===== src/rtl/writeback_buffer.sv =====
`default_nettype none
// ============================================================================
// Module   : writeback_buffer
// Brief    : Line-granular eviction write buffer between the cache arbiter
//            and the cacheline adapter. Absorbs dirty-line writebacks in one
//            cycle, coalesces writes to a buffered line, services read hits
//            from the buffer and forwards read misses ahead of pending drains.
// Revision : 1.0 - initial release
// ============================================================================
module writeback_buffer #(
    parameter int DEPTH       = 2,
    parameter int OFFSET_BITS = 5
) (
    input  logic         clk,
    input  logic         rst,
    input  logic [31:0]  mem_address,
    input  logic         mem_read,
    input  logic         mem_write,
    input  logic [255:0] mem_line_write,
    output logic [255:0] mem_line_read,
    output logic         mem_resp,
    output logic [31:0]  address_o,
    output logic         read_o,
    output logic         write_o,
    output logic [255:0] line_o,
    input  logic [255:0] line_i,
    input  logic         resp_i
);

    localparam int c_TAG_W = 32 - OFFSET_BITS;
    localparam int c_PTR_W = (DEPTH > 1) ? $clog2(DEPTH) : 1;
    localparam int c_CNT_W = $clog2(DEPTH + 1);

    localparam logic [c_CNT_W-1:0]     c_FULL        = c_CNT_W'(DEPTH);
    localparam logic [c_CNT_W-1:0]     c_CNT_ONE     = c_CNT_W'(1);
    localparam logic [c_PTR_W-1:0]     c_PTR_ONE     = c_PTR_W'(1);
    localparam logic [OFFSET_BITS-1:0] c_OFFSET_ZERO = '0;

    typedef enum logic [1:0] {
        S_IDLE     = 2'd0,
        S_FWD_READ = 2'd1,
        S_DRAIN    = 2'd2,
        S_RESP     = 2'd3
    } state_t;

    state_t               r_state;

    // Entry storage; slots are allocated at the tail and drained from the head.
    logic [DEPTH-1:0]     r_valid;
    logic [c_TAG_W-1:0]   r_tag  [DEPTH];
    logic [255:0]         r_data [DEPTH];
    logic [c_PTR_W-1:0]   r_head;
    logic [c_PTR_W-1:0]   r_tail;
    logic [c_CNT_W-1:0]   r_count;

    // Registered port drivers.
    logic                 r_mem_resp;
    logic [255:0]         r_mem_line_read;
    logic                 r_read;
    logic                 r_write;
    logic [31:0]          r_address;
    logic [255:0]         r_line;

    logic [c_TAG_W-1:0]   w_tag;
    logic [DEPTH-1:0]     w_match;
    logic                 w_hit;
    logic [c_PTR_W-1:0]   w_hit_idx;
    logic                 w_full;
    logic                 w_unused_offset;

    assign w_tag           = mem_address[31:OFFSET_BITS];
    assign w_full          = (r_count == c_FULL);
    // The byte offset within a line never affects buffer behaviour.
    assign w_unused_offset = ^mem_address[OFFSET_BITS-1:0];

    generate
        for (genvar gi = 0; gi < DEPTH; gi++) begin : g_match
            assign w_match[gi] = r_valid[gi] && (r_tag[gi] == w_tag);
        end
    endgenerate

    // Encode the matching slot; coalescing keeps tags unique so at most one bit is set.
    always_comb begin
        w_hit     = |w_match;
        w_hit_idx = '0;
        for (int i = 0; i < DEPTH; i++) begin
            if (w_match[i]) begin
                w_hit_idx = c_PTR_W'(i);
            end
        end
    end

    // Control FSM: owns entry storage, pointers and all registered outputs.
    always_ff @(posedge clk or posedge rst) begin
        if (rst) begin
            r_state         <= S_IDLE;
            r_valid         <= '0;
            r_head          <= '0;
            r_tail          <= '0;
            r_count         <= '0;
            for (int i = 0; i < DEPTH; i++) begin
                r_tag[i]  <= '0;
                r_data[i] <= '0;
            end
            r_mem_resp      <= 1'b0;
            r_mem_line_read <= '0;
            r_read          <= 1'b0;
            r_write         <= 1'b0;
            r_address       <= '0;
            r_line          <= '0;
        end else begin
            case (r_state)
                S_IDLE: begin
                    if (mem_read) begin
                        if (w_hit) begin
                            r_mem_line_read <= r_data[w_hit_idx];
                            r_mem_resp      <= 1'b1;
                            r_state         <= S_RESP;
                        end else begin
                            r_read    <= 1'b1;
                            r_address <= {w_tag, c_OFFSET_ZERO};
                            r_state   <= S_FWD_READ;
                        end
                    end else if (mem_write && w_hit) begin
                        // Coalesce into the existing entry; occupancy unchanged.
                        r_data[w_hit_idx] <= mem_line_write;
                        r_mem_resp        <= 1'b1;
                        r_state           <= S_RESP;
                    end else if (mem_write && !w_full) begin
                        r_valid[r_tail] <= 1'b1;
                        r_tag[r_tail]   <= w_tag;
                        r_data[r_tail]  <= mem_line_write;
                        r_tail          <= r_tail + c_PTR_ONE;
                        r_count         <= r_count + c_CNT_ONE;
                        r_mem_resp      <= 1'b1;
                        r_state         <= S_RESP;
                    end else if (r_count != '0) begin
                        // Idle drain, or a forced drain to make room for a
                        // write that stays pending until a later IDLE visit.
                        r_write   <= 1'b1;
                        r_address <= {r_tag[r_head], c_OFFSET_ZERO};
                        r_line    <= r_data[r_head];
                        r_state   <= S_DRAIN;
                    end
                end

                S_FWD_READ: begin
                    if (resp_i) begin
                        r_read          <= 1'b0;
                        r_address       <= '0;
                        r_mem_line_read <= line_i;
                        r_mem_resp      <= 1'b1;
                        r_state         <= S_RESP;
                    end
                end

                S_DRAIN: begin
                    if (resp_i) begin
                        r_write         <= 1'b0;
                        r_address       <= '0;
                        r_line          <= '0;
                        r_valid[r_head] <= 1'b0;
                        r_head          <= r_head + c_PTR_ONE;
                        r_count         <= r_count - c_CNT_ONE;
                        r_state         <= S_IDLE;
                    end
                end

                S_RESP: begin
                    r_mem_resp <= 1'b0;
                    r_state    <= S_IDLE;
                end

                default: begin
                    r_state <= S_IDLE;
                end
            endcase
        end
    end

    assign mem_resp      = r_mem_resp;
    assign mem_line_read = r_mem_line_read;
    assign read_o        = r_read;
    assign write_o       = r_write;
    assign address_o     = r_address;
    assign line_o        = r_line;

endmodule
`default_nettype wire


===== config.mk =====
export PLATFORM = sky130hd
export DESIGN_NAME = writeback_buffer
export DESIGN_NICKNAME = d
export VERILOG_FILES = /design/src/rtl/writeback_buffer.sv
export SDC_FILE = /design/constraint.sdc
export NUM_CORES = 2
export LEC_CHECK = 0
export BUFFER_PORTS_ARGS = -buffer_cell sky130_fd_sc_hd__buf_2
export CAP_MARGIN = 20
export CORE_AREA = 2 2 430 432
export DETAILED_ROUTE_END_ITERATION = 10
export DIE_AREA = 0 0 432 434
export PLACE_DENSITY = 0.58
export SLEW_MARGIN = 30
export SYNTH_ARGS = -nofsm -noshare
export SYNTH_HDL_FRONTEND = slang
export SYNTH_SLANG_ARGS = --single-unit
export TNS_END_PERCENT = 30

===== constraint.sdc =====
create_clock -name clk -period 41.9 [get_ports clk]
set_input_delay 4.19 -clock clk [delete_from_list [all_inputs] [get_ports clk]]
set_output_delay 4.19 -clock clk [all_outputs]
set_load 0.005 [all_outputs]

# == Yosys cells after proc, flatten, opt, wreduce, memory -nomap -nowiden ==
# Index checks and enable logic that the tools add are counted.
# classes
reduce_logical,28
addsub,4
div,0
n_lt_le_gt_ge,9
mul,0
n_mux,75
n_shift,0
n_bitwise,8
n_eq_ne,24
# op_table
operator,count
two-way mux 256 bit,16
bitwise mux 512 bit,2
two-way mux 512 bit,2
one-hot mux 256 bit (2 select lines),2
demux 256 bit (select 1 bit),2
two-way mux 32 bit,6
two-way mux 27 bit,4
one-hot mux 32 bit (2 select lines),1
bitwise mux 54 bit,1
== test 27 bit,2
two-way mux 2 bit,15
demux 27 bit (select 1 bit),1
!= test 2 bit (second input constant),10
AND reduction 4 bit,4
two-way mux 1 bit,15
!= test 3 bit (second input constant),5
AND reduction 6 bit,2
nonzero test 2 bit,5
logical AND 1 bit,8
one-hot mux 2 bit (2 select lines),2
one-hot mux 2 bit (4 select lines),1
== test 2 bit (second input constant),3
greater-or-equal comparator 2 bit (second input constant),3
inverter 1 -> 2 bit,3
24 further kinds,33
# totals
mem_bits_rw,0
wordCells,163
regBits,1121
out_inout_bits,547
latch_bits,0
n_memories,0
romBits,0
inputBits,549

# == Longest topological paths before layout ==
# logic_depth
depth_word,10
depth_mapped,11
ltp_nobuf,8

# == Least setup slack after synthesis ==
# Ideal clock, no wire load.
# synth_timing
path_kind,in2reg
from,input mem_address[7]
to,register r_data[87] (netlist bit)
stages,10
setup_time_ns,0.125
n_path_buf,3
setup_slack_ns,35.753
t_arrival_ns,6.022
required_time_ns,41.775
path_cell_list,xnor2_1 > nand4_1 > nor4_1 > and4_1 > buf_2 > a211oi_1 > o21bai_2 > buf_2 > buf_2 > mux2_2
# synth_via
elab_chain_len,10
elab_cells_between_ends,17
classes_between,order compare: 2; eq/ne: 2; mux: 5; bitwise: 1; reduce/logical: 7
# synth_rtl
item,line,text
from (decl),16,"input logic [31:0] mem_address,"
== test 27 bit,78,assign w_match[gi] = r_valid[gi] && (r_tag[gi] == w_tag);
logical AND 1 bit,78,
two-way mux 1 bit,87,if (w_match[i]) begin
inverter 1 -> 2 bit (not written as such),126,r_data[w_hit_idx] <= mem_line_write;
greater-or-equal comparator 2 bit (not written as such) or less-than comparator 2 x 1 -> 1 bit (tied branches),126,
logical AND 1 bit (not written as such),126,
two-way mux 256 bit (not written as such),126,
demux 256 bit (select 1 bit),126,
bitwise mux 512 bit,126,
two-way mux 512 bit,124,end else if (mem_write && w_hit) begin
"to (signal, indexed assignment)",126,
"to (signal, indexed assignment)",132,r_data[r_tail] <= mem_line_write;
to (decl),51,logic [255:0] r_data [DEPTH];
# Several ways; a longest one is shown, not always the timed one.
# A chain may end at the register's enable or synchronous reset.

# == Final worst setup path ==
# layout_timing
from,input mem_address[7]
to,register r_data[161] (netlist bit)
# Same word-level chain as after synthesis.

==> impl_results.md <==
- Gr ovfl total: 0
- DP Area: just over 60,000 um^2
- Post-route ant nets: 0
- YS warnings: 0
- Critical path arrival: 9.36 ns
- Compound-cell area share of the yosys netlist: 0.03432
- CP max-delay cell: o21bai_4
- CP dominant cell by count: buf_4
- DP Worst Slack: 32.01 ns
- Remaining DRCs: 0
- Vias in the first global route: between 30,000 and 40,000
- Drt wl/cell: 23.00 um
- Clock insertion delay at the later pin of the skew report: 0.79 ns
- Critical Path Source Type: input pin
- Post-synth EDFFs: 0
- Hold Slack: between 0.4 and 0.5 ns
- Setup TNS: 0 ns
- FF-to-FF Start: r_tag[29]$_DFFE_PP0P_
- Worst path bufs/invs: 4
- Total number of vias: 38,067
- Hold path startpoint: mem_line_read[112]$_DFFE_PP0P_
- Drt total wl: roughly 180,000 um
- CTS tree: done
- Initial antenna violation count: 76
- Core area: 182,500 um^2
- Hold buffers post-CTS: 0
- Post-cts repair resize count: 0
- Post-CTS setup buffer count: 0
- Synth-to-Final Area Change: 22.64%
- H-tree levels: 4
- Gp weighted congestion: about 0.89
- # clock sinks: roughly 1,100
- Register area share after synthesis: 0.5247
- Die height: approximately 430 um
- Die Area: 187,500 um^2
- Min cycle time layout: 8.699 ns
- FF-to-FF path depth: 10
- Post-synthesis mux area share: 0.3298
- Total CTS buffers: 132
- Worst Hold End: mem_line_read[112]$_DFFE_PP0P_
- Synth Area in XOR/XNOR: 0.009545
- CP Class: input pin to flop
- Worst Hold Class: flop to flop
- Synthesized area per cell: between 10 and 15 um^2
- Multi-input logic area: 23,700 um^2
- Tcrit/Tclk final: 0.2076
- MaxCap Viol Count: 0
- Drt via density: 4.820
- Rows: 157
- Layout cell share with drive strength beyond 1: 0.4204
- Reg-to-reg slack, setup: roughly 36 ns
- Num ports: roughly 1,100
- Reg area: 27,930 um^2
- Hold depth: 1
- Status: finished, final reports clean
- Starting Density: 0.2916
- Largest family of logic cells by synthesized area: multiplexers
- Count of final setup violators: 0
- Worst-path clk slew: 0.06 ns
- Clk buf depth: 3
- Mapped cell area: 53,220 um^2
- Slew HR: 0.2200
- Final WS setup: 33.20 ns
- CP Cell Sequence: buf_2 -> xnor2_1 -> nand4_1 -> nor4_1 -> and4_1 -> a211oi_1 -> o21bai_4 -> buf_4 -> buf_4 -> buf_4 -> mux2_2
- Fill cells: 18,222
- Post-synthesis async set-or-reset flop share: 1.000
- I/O Buffers: 1,085
- Drt first pass iters: 5
- Worst Path Required: 42.56 ns
- Synth Area in Adders: 0.001175
- Yosys reg bits: 1,116
- Dpl hpwl: 126,700 um
- Post-Synthesis Cells: 4,400
- Top FF cell, synth: dfrtp_1
- Worst slew pin tran: 1.170 ns
- Crit-path max FO: 51
- Drt first-iter violations: around 1,900
- Simple-gate area share of the yosys netlist: 0.06851
- FF-to-FF End: r_data[161]$_DFFE_PP0P_
- Leading area contributor after synthesis: dfrtp_1
- First-pass GRT wire length: 261,400 um
- Root Buffer: clkbuf_16
- Crit path largest cell delay: between 0.7 and 0.8 ns
- RSZ-0062 raised after global routing: false
- Final Skew: roughly 0.033 ns
- Worst setup EP type: flop
- Power per cell area: roughly 80 nW/um^2
- Worst path top cell family by delay: buffers and inverters
- GRT Overall Usage: 0.1867
- # nets final: between 5,000 and 6,000
- Count of cell types in the netlist: ~50
- Dominant cells by area after synthesis: dfrtp_1 52%, mux2_2 19%, mux2i_1 10%, nand2_1 6.0%, mux2_1 3.3%
- Area share of the largest cell type after synthesis: 0.5247
- Highest Clock Rate: 0.1150 GHz
- Largest net degree at the start of global routing: 185
- Chip width: 432 um
- P_leak: 33.31 nW
- Pins Over Slew Limit: 0
- Design area: 65,270 um^2
- Hold Vio Cnt, Final: 0
- Worst vdd ir: 0.04468 mV
[cells by family (layout without fill, tap and decap cells)]
group,after synthesis,in the layout
mux,1619,1619
simple gates,927,927
other cells,1,44
flops,1116,1116
xor+xnor,58,58
compound gates,339,339
buf+inv,335,1405
fa+ha+maj,5,5
[sequential cells by signal, summed over array words and instances, names as in the netlist]
signal	flops
r_state	2
line_o	256
read_o	1
write_o	1
address_o	27
mem_line_read	256
r_data	512
r_tag	54
r_count	2
r_tail	1
r_head	1
r_valid	2
mem_resp	1
[worst register-to-register path, cell delays in order (launching register included)]
cell	delay [ns]
dfrtp_1	0.41
xnor2_1	0.24
nand4_1	0.16
nor4_1	0.27
and4_1	0.52
a211oi_1	0.22
o21bai_4	0.79
buf_4	0.77
buf_4	0.80
buf_4	0.79
mux2_2	0.47
[cells in the mapped netlist, types with 3 or more instances]
library cell  number
clkbuf_1         163
ha_1               5
o21ai_0          289
nand4_1           37
mux2_2           921
nor4_1             8
nor2_1             9
o211ai_1          28
nor2b_1            3
mux2_1           157
dfrtp_1         1116
buf_4             83
buf_6              6
xnor2_1           34
xor2_1            24
buf_1             10
a21oi_1            3
buf_2             63
mux2i_1          541
nand2_1          856
inv_1              9
[metrics by stage]
| stage | power (mW) | utilization | std cells |
|---|---|---|---|
| floorplan | 3.315 | - | 4404 |
| global placement | 4.019 | 0.3324 | 7617 |
| detailed placement | 4.089 | 0.3328 | 7620 |
| CTS | 5.275 | 0.3568 | 7857 |
| global route | 5.547 | 0.3576 | 7889 |
| finish | 5.211 | 0.3577 | 7898 |
[layout make-up]
type                       instances  area share
antenna                           39    0.001495
clock buffer                     205     0.06226
clock inverter                    32    0.004792
inverter                          10   0.0008051
multi-input combinational       2953      0.3631
sequential                      1116      0.4279
tap                             2385     0.04572
timing repair buffer            1158     0.09393
[power breakdown]
| group | internal (mW) | switching (mW) |
|---|---|---|
| registers | 1.57 | 0.316 |
| logic | 1.05 | 1.11 |
| clock network | 0.681 | 0.480 |
| total | 3.31 | 1.91 |
[worst max path at each step]
stage | start | to | slack, ns | depth (start not counted)
5_1_grt | rst | mem_line_read[174]$_DFFE_PP0P_ | 32.85 | 9
3_5_place_dp | rst | mem_line_read[166]$_DFFE_PP0P_ | 32.01 | 8
3_3_place_gp | rst | mem_line_read[171]$_DFFE_PP0P_ | 32.07 | 8
6_report | mem_address[7] | r_data[161]$_DFFE_PP0P_ | 33.20 | 11
2_1_floorplan | rst | address_o[10]$_DFFE_PP0P_ | 6.29 | 1
4_1_cts | rst | r_data[422]$_DFFE_PP0P_ | 32.88 | 8
[placed cells by master, fill, tap and decap left out, types with 4 or more instances in the layout]
cell,instances
dfrtp_1,1115
buf_2,1085
mux2_2,921
nand2_1,856
mux2i_1,540
o21ai_0,289
mux2_1,157
clkbuf_16,137
buf_4,58
diode_2,39
clkbuf_8,38
nand4_1,37
xnor2_1,34
clkbuf_1,30
o211ai_1,28
xor2_1,24
clkinv_2,15
nor2_1,9
nor4_1,8
inv_1,8
buf_6,6
conb_1,5
clkinvlp_4,5
buf_12,5
clkinv_8,4
[per-layer routing]
metal / up-vias / part of all wire / track usage
li1: 17324 / - / -
met1: 19228 / 0.39 / 0.2188
met2: 1103 / 0.50 / 0.3147
met3: 356 / 0.068 / 0.05218
met4: 56 / 0.040 / 0.08896
met5: - / 0.0020 / 0
No activity file was read; power rests on OpenSTA's default activity.
